--- config.mk ---
export PLATFORM = sky130hd
export DESIGN_NAME = i2s_rx
export DESIGN_NICKNAME = d
export VERILOG_FILES = /design/src/rtl/i2s_rx.sv
export SDC_FILE = /design/constraint.sdc
export NUM_CORES = 1
export LEC_CHECK = 0
export ABC_AREA = 1
export BUFFER_PORTS_ARGS = -buffer_cell sky130_fd_sc_hd__clkbuf_2
export CAP_MARGIN = 25
export CORE_ASPECT_RATIO = 1.25
export CORE_MARGIN = 4
export CORE_UTILIZATION = 25
export DETAILED_ROUTE_END_ITERATION = 12
export GPL_ROUTABILITY_DRIVEN = 0
export PLACE_DENSITY = 0.4
export SYNTH_ARGS = -nofsm -noshare
export SYNTH_HDL_FRONTEND = slang
export SYNTH_SLANG_ARGS = --single-unit
--- constraint.sdc ---
create_clock -name clk -period 3.5 [get_ports clk]
set_input_delay 0.175 -clock clk [delete_from_list [all_inputs] [get_ports clk]]
set_output_delay 0.175 -clock clk [all_outputs]
set_load 0.005 [all_outputs]
--- src/rtl/i2s_rx.sv ---
// I2S receiver: synchronizes the external bit clock, word select and data into clk,
// deserializes left/right slots and presents complete pairs on a valid/ready output.
module i2s_rx #(
    parameter int unsigned DATA_W      = 24,
    parameter int unsigned SYNC_STAGES = 2
) (
    input  logic              clk,
    input  logic              reset_n,
    input  logic              i2s_clk,
    input  logic              i2s_ws,
    input  logic              i2s_data,
    output logic [DATA_W-1:0] audio_left,
    output logic [DATA_W-1:0] audio_right,
    output logic              out_valid,
    input  logic              out_ready,
    output logic              overflow
);

    localparam int unsigned CNT_W = $clog2(DATA_W + 1);

    typedef enum logic [1:0] {
        UNSYNC     = 2'd0,
        LEFT_WAIT  = 2'd1,
        RIGHT_WAIT = 2'd2
    } state_t;

    state_t state, state_next;

    logic [SYNC_STAGES-1:0] sck_sync;
    logic [SYNC_STAGES-1:0] ws_sync;
    logic [SYNC_STAGES-1:0] sd_sync;
    logic                   sck_s, ws_s, sd_s;
    logic                   sck_prev;
    logic                   ws_prev;
    logic [CNT_W-1:0]       bit_cnt;
    logic [DATA_W-1:0]      shreg;
    logic [DATA_W-1:0]      left_word;

    logic                   strobe_c;
    logic                   boundary_c;
    logic [CNT_W-1:0]       idx_c;
    logic [DATA_W-1:0]      word_c;
    logic                   store_left_c;
    logic                   pair_done_c;

    assign sck_s = sck_sync[SYNC_STAGES-1];
    assign ws_s  = ws_sync[SYNC_STAGES-1];
    assign sd_s  = sd_sync[SYNC_STAGES-1];

    // Input synchronizer chains for the three asynchronous I2S lines
    always_ff @(posedge clk or negedge reset_n) begin
        if (!reset_n) begin
            sck_sync <= '0;
            ws_sync  <= '0;
            sd_sync  <= '0;
            sck_prev <= 1'b0;
        end else begin
            sck_sync[0] <= i2s_clk;
            ws_sync[0]  <= i2s_ws;
            sd_sync[0]  <= i2s_data;
            for (int i = 1; i < SYNC_STAGES; i++) begin
                sck_sync[i] <= sck_sync[i-1];
                ws_sync[i]  <= ws_sync[i-1];
                sd_sync[i]  <= sd_sync[i-1];
            end
            sck_prev <= sck_s;
        end
    end

    assign strobe_c   = sck_s & ~sck_prev;
    assign boundary_c = strobe_c & (ws_s ^ ws_prev);
    assign idx_c      = CNT_W'(DATA_W - 1) - bit_cnt;

    // Current slot word including the bit sampled this strobe (if still in range)
    always_comb begin
        word_c = shreg;
        if (bit_cnt < CNT_W'(DATA_W)) begin
            word_c[idx_c] = sd_s;
        end
    end

    // Slot deserializer: shift register, bit counter and previous word select
    always_ff @(posedge clk or negedge reset_n) begin
        if (!reset_n) begin
            shreg   <= '0;
            bit_cnt <= '0;
            ws_prev <= 1'b0;
        end else if (strobe_c) begin
            ws_prev <= ws_s;
            if (boundary_c) begin
                shreg   <= '0;
                bit_cnt <= '0;
            end else begin
                shreg <= word_c;
                if (bit_cnt != CNT_W'(DATA_W)) begin
                    bit_cnt <= bit_cnt + CNT_W'(1);
                end
            end
        end
    end

    // Frame alignment state register
    always_ff @(posedge clk or negedge reset_n) begin
        if (!reset_n) begin
            state <= UNSYNC;
        end else begin
            state <= state_next;
        end
    end

    // Frame alignment next state: decide where the ending slot's word goes
    always_comb begin
        state_next   = state;
        store_left_c = 1'b0;
        pair_done_c  = 1'b0;
        if (boundary_c) begin
            case (state)
                UNSYNC: begin
                    state_next = LEFT_WAIT;
                end
                LEFT_WAIT: begin
                    if (!ws_prev) begin
                        store_left_c = 1'b1;
                        state_next   = RIGHT_WAIT;
                    end
                end
                RIGHT_WAIT: begin
                    if (ws_prev) begin
                        pair_done_c = 1'b1;
                        state_next  = LEFT_WAIT;
                    end else begin
                        store_left_c = 1'b1;
                    end
                end
                default: begin
                    state_next = UNSYNC;
                end
            endcase
        end
    end

    // Pair holding register and output handshake with overflow detection
    always_ff @(posedge clk or negedge reset_n) begin
        if (!reset_n) begin
            left_word   <= '0;
            audio_left  <= '0;
            audio_right <= '0;
            out_valid   <= 1'b0;
            overflow    <= 1'b0;
        end else begin
            overflow <= 1'b0;
            if (store_left_c) begin
                left_word <= word_c;
            end
            if (pair_done_c && (!out_valid || out_ready)) begin
                audio_left  <= left_word;
                audio_right <= word_c;
                out_valid   <= 1'b1;
            end else if (pair_done_c) begin
                overflow <= 1'b1;
            end else if (out_valid && out_ready) begin
                out_valid <= 1'b0;
            end
        end
    end

endmodule

==> results.md <==
- The run finished with clean final reports.
- The number of rows in the core area is 58.
- For this run, asynchronously set or reset flops after synthesis account for 100%.
- TritonCTS created 17 clock buffers.
- The leading register cell type out of synthesis is sky130_fd_sc_hd__dfrtp_1.
- The die boundary height is 167 µm.
- The sequential share of power is 43.7%.
- The area growth from synthesis to layout is 19.5%.
- The worst reg-to-reg path cell count is 6.
- The number of endpoints with negative hold slack in the final report is 0.
- The type of the setup path with the least slack is reg -> reg.
- The number of global-route vias before repair is 4015.
- TritonCTS built the clock tree.
- The cell area after placement is 5540 µm².
- The region available for standard cell placement spans 20000 µm².
- After synthesis, the most frequently instantiated cells are sky130_fd_sc_hd__nand2_1, sky130_fd_sc_hd__dfrtp_1, sky130_fd_sc_hd__o21ai_0, sky130_fd_sc_hd__nand3_1, sky130_fd_sc_hd__nand4_1.
- Max-cap violations in this run came to 0.
- The clock root buffer is sky130_fd_sc_hd__clkbuf_16.
- The maximum resistive drop on vdd is 322 µV.
- The power share of the combinational group is 16.2%.
- After legalization and detailed placement, the total HPWL measured 8380 µm.
- The setup skew after layout is 0.00878 ns.
- Of the available clock period, the critical path in the final layout requires 61.5%.
- The max-slew violation total from the final report is 0.
- The aggregate global-route resource usage is 11.7%.
- The maximum number of pins on one net before global-route repair is 63.
- Adding up every negative setup slack in the final design gives 0 ns.
- The starting DRC count in detailed routing is 275.
- After synthesis, flip-flops and latches occupy 55.8% of the total area.
- In this run switching power makes up 30.6% of total power.
- The remaining max-slew budget at the tightest pin is 43.1%.
- The number of antenna violations at the first check in global routing came to 0.
- The floorplan step defined a die boundary enclosing 22600 µm².
- Hold timing on the final database bottoms out at a slack of 0.0710 ns.
- The total of endpoints with negative setup slack in the final report is 0.
- The maximum clock insertion buffer count is 2.
- The static leakage is 3.36 nW.
- The worst path required time is 3.84 ns.
- The via total after detailed routing is 4061.
- Dividing total power by cell area gives a power density of 589 nW/µm².
- The H-tree was split into 4 levels.
- The endpoint arrival time on the critical path is 2.50 ns.
- The share of final-layout standard cells stronger than drive strength 1 is 14.5%.
- The kind of launch point of the worst setup path is a flip-flop.
- The actual slew at the worst max-slew pin is 0.854 ns.
- After synthesis the netlist holds a flip-flop and latch count of 113.
- The synthesized area per cell is 8.20 µm².
- The initial cell density of the core is 25.3%.
- The fraction of the core area covered by cells at the end of the flow is 30.2%.
- The internal power consumption is 0.00247 W.
- The number of nets handed over by synthesis was 634.
- For this run, the top clock speed supported by timing is 465 MHz.
- The number of routed nets with antenna violations is 0.
- Synthesis handed over a netlist of 618 instances.
- The type of destination of the critical path is a flip-flop.
- The first detailed-routing pass ran for 4 iterations.
- The cell depth of the worst hold path is 4.
- The horizontal die dimension is 135 µm.
- The clock network fraction of design power is 40.1%.
- For this design the total switching power over the nets is 0.00109 W.
- The kind of path behind the tightest hold check is in -> reg.
- The fraction of synthesized cell area taken by the top area cell type is 55.8%.
- The average wire length per cell after detail routing is 13.2 µm.
- Summing every instance area after synthesis gives 5070 µm².
- The number of placed I/O pins is 56.
- The clock-pin slew on the worst setup and hold paths is 0.05 ns.
- Setup repair after global routing left no endpoint under its margin.
- The source-to-sink clock delay at the later pin of the worst-skew pair is 0.41 ns.
- For this design, the sink count on the clock tree is 113.
- The number of warnings printed during yosys synthesis is 0.
- The first global-routing pass estimated 21100 µm of wire.
- The number of diodes is 0.
- After routing the design area is 6060 µm².
- The remaining design rule violation count is 0.
- The post-CTS setup repair buffer count is 0.
- Sorting the synthesized cells by area gives the leading types as sky130_fd_sc_hd__dfrtp_1, sky130_fd_sc_hd__nand2_1, sky130_fd_sc_hd__o21ai_0.
- The number of I/O port buffers is 55.
- The via count normalized by instance count is 4.29.
- The post-layout minimum cycle time is 2.15 ns.
- The sum of overflow across all layers after global routing is 0.
- The peak fanout along the critical path is 25.
- sky130_fd_sc_hd__dfrtp_1 takes more of the synthesized area than any other cell.
- The routed design has 12500 µm of wire.
- In the post-synthesis netlist, the cell with the most instances is sky130_fd_sc_hd__nand2_1.
- The number of nets in the layout is 683.
- The number of synthesized flops with an enable pin is 0.
- The netlist uses 23 different library cells.
- The filler cells instantiated in the layout total 2171.
[repair_timing]
item,4_1_cts,5_1_grt
hold buffers,4,0
endpoints found under the hold margin,54,0
resized for setup,0,0
[cell type report]
cell class                 instances  area, µm²  share of cell area, %
timing repair buffer              61        345                   5.70
sequential                       113       2830                   46.7
clock inverter                     8       45.0                  0.744
multi-input combinational        451       1980                   32.7
tap                              270        338                   5.58
inverter                          23       86.3                   1.43
clock buffer                      20        437                   7.21
[kinds of logic (layout without fill, tap and decap cells)]
kind of cell	after synthesis	in the layout	share of synthesized area [%]
buffers and inverters	54	112	5.21
and+or+nand+nor	406	406	32.8
xor gates and xnor gates	1	1	0.173
AOI/OAI and AO/OA	34	34	3.58
adders and majority gates	10	10	2.47
DFF	113	113	55.8
[power by group through the flow]
stage	Combinational [W]	Clock [W]	Sequential, W
2_1_floorplan	0.000439	0	0.00152
3_3_place_gp	0.000574	0	0.00158
3_5_place_dp	0.000587	0	0.00158
4_1_cts	0.000593	0.00149	0.00156
5_1_grt	0.000666	0.00155	0.00158
6_report	0.000576	0.00143	0.00156
[sequential cells by signal, summed over array words and instances (netlist names)]
register / cells
audio_left: 24
audio_right: 24
bit_cnt: 5
left_word: 24
out_valid: 1
overflow: 1
sck_prev: 1
sck_sync: 2
sd_sync: 2
shreg: 24
state: 2
ws_prev: 1
ws_sync: 2
[through the flow]
stage / power, W / setup slack, ns / std cells
finish: 0.00357 / 1.35 / 946
global route: 0.00380 / 1.16 / 946
CTS: 0.00364 / 1.34 / 946
detailed placement: 0.00217 / 1.36 / 914
global placement: 0.00215 / 1.44 / 914
floorplan: 0.00196 / 2.06 / 618
[worst max-delay path, cell delays in order (launching register included)]
cell	delay [ns]
sky130_fd_sc_hd__dfrtp_1	0.37
sky130_fd_sc_hd__inv_1	0.07
sky130_fd_sc_hd__ha_1	0.28
sky130_fd_sc_hd__nand2_1	0.45
sky130_fd_sc_hd__nor2_4	0.68
sky130_fd_sc_hd__nand2_1	0.15
sky130_fd_sc_hd__nand2_1	0.08
[routing by layer]
layer / track usage [%] / up-vias / routed length [µm]
met2: 18.9 / 63 / 5990
met1: 15.1 / 1945 / 5850
met5: 0 / - / 0
met3: 3.09 / 16 / 450
met4: 3.95 / 0 / 196
li1: - / 2037 / -
[layout by cell type, fill, tap and decap left out, types with 2 or more instances in the layout]
cell,n
sky130_fd_sc_hd__nand2_2,2
sky130_fd_sc_hd__buf_4,2
sky130_fd_sc_hd__nand4_1,22
sky130_fd_sc_hd__inv_1,19
sky130_fd_sc_hd__dfrtp_1,113
sky130_fd_sc_hd__nor2_4,3
sky130_fd_sc_hd__clkbuf_2,54
sky130_fd_sc_hd__clkbuf_1,3
sky130_fd_sc_hd__clkinvlp_4,2
sky130_fd_sc_hd__clkinv_2,6
sky130_fd_sc_hd__nor2_1,11
sky130_fd_sc_hd__clkbuf_16,17
sky130_fd_sc_hd__inv_2,4
sky130_fd_sc_hd__nand3_1,26
sky130_fd_sc_hd__nand2_1,336
sky130_fd_sc_hd__ha_1,10
sky130_fd_sc_hd__o21ai_0,31
sky130_fd_sc_hd__dlygate4sd3_1,4
sky130_fd_sc_hd__nor2_2,3
[worst paths after layout]
kind                              from            end  slack [ns]
setup reg to reg              state[0]  left_word[17]        1.35
hold / removal               out_ready       overflow        0.07
max in group asynchronous      reset_n   left_word[3]        2.33
hold reg to reg            sck_sync[0]    sck_sync[1]        0.35
setup / recovery              state[0]  left_word[17]        1.35
min in group asynchronous      reset_n      out_valid        0.37
Note: power is estimated with default switching activity, not from simulation.
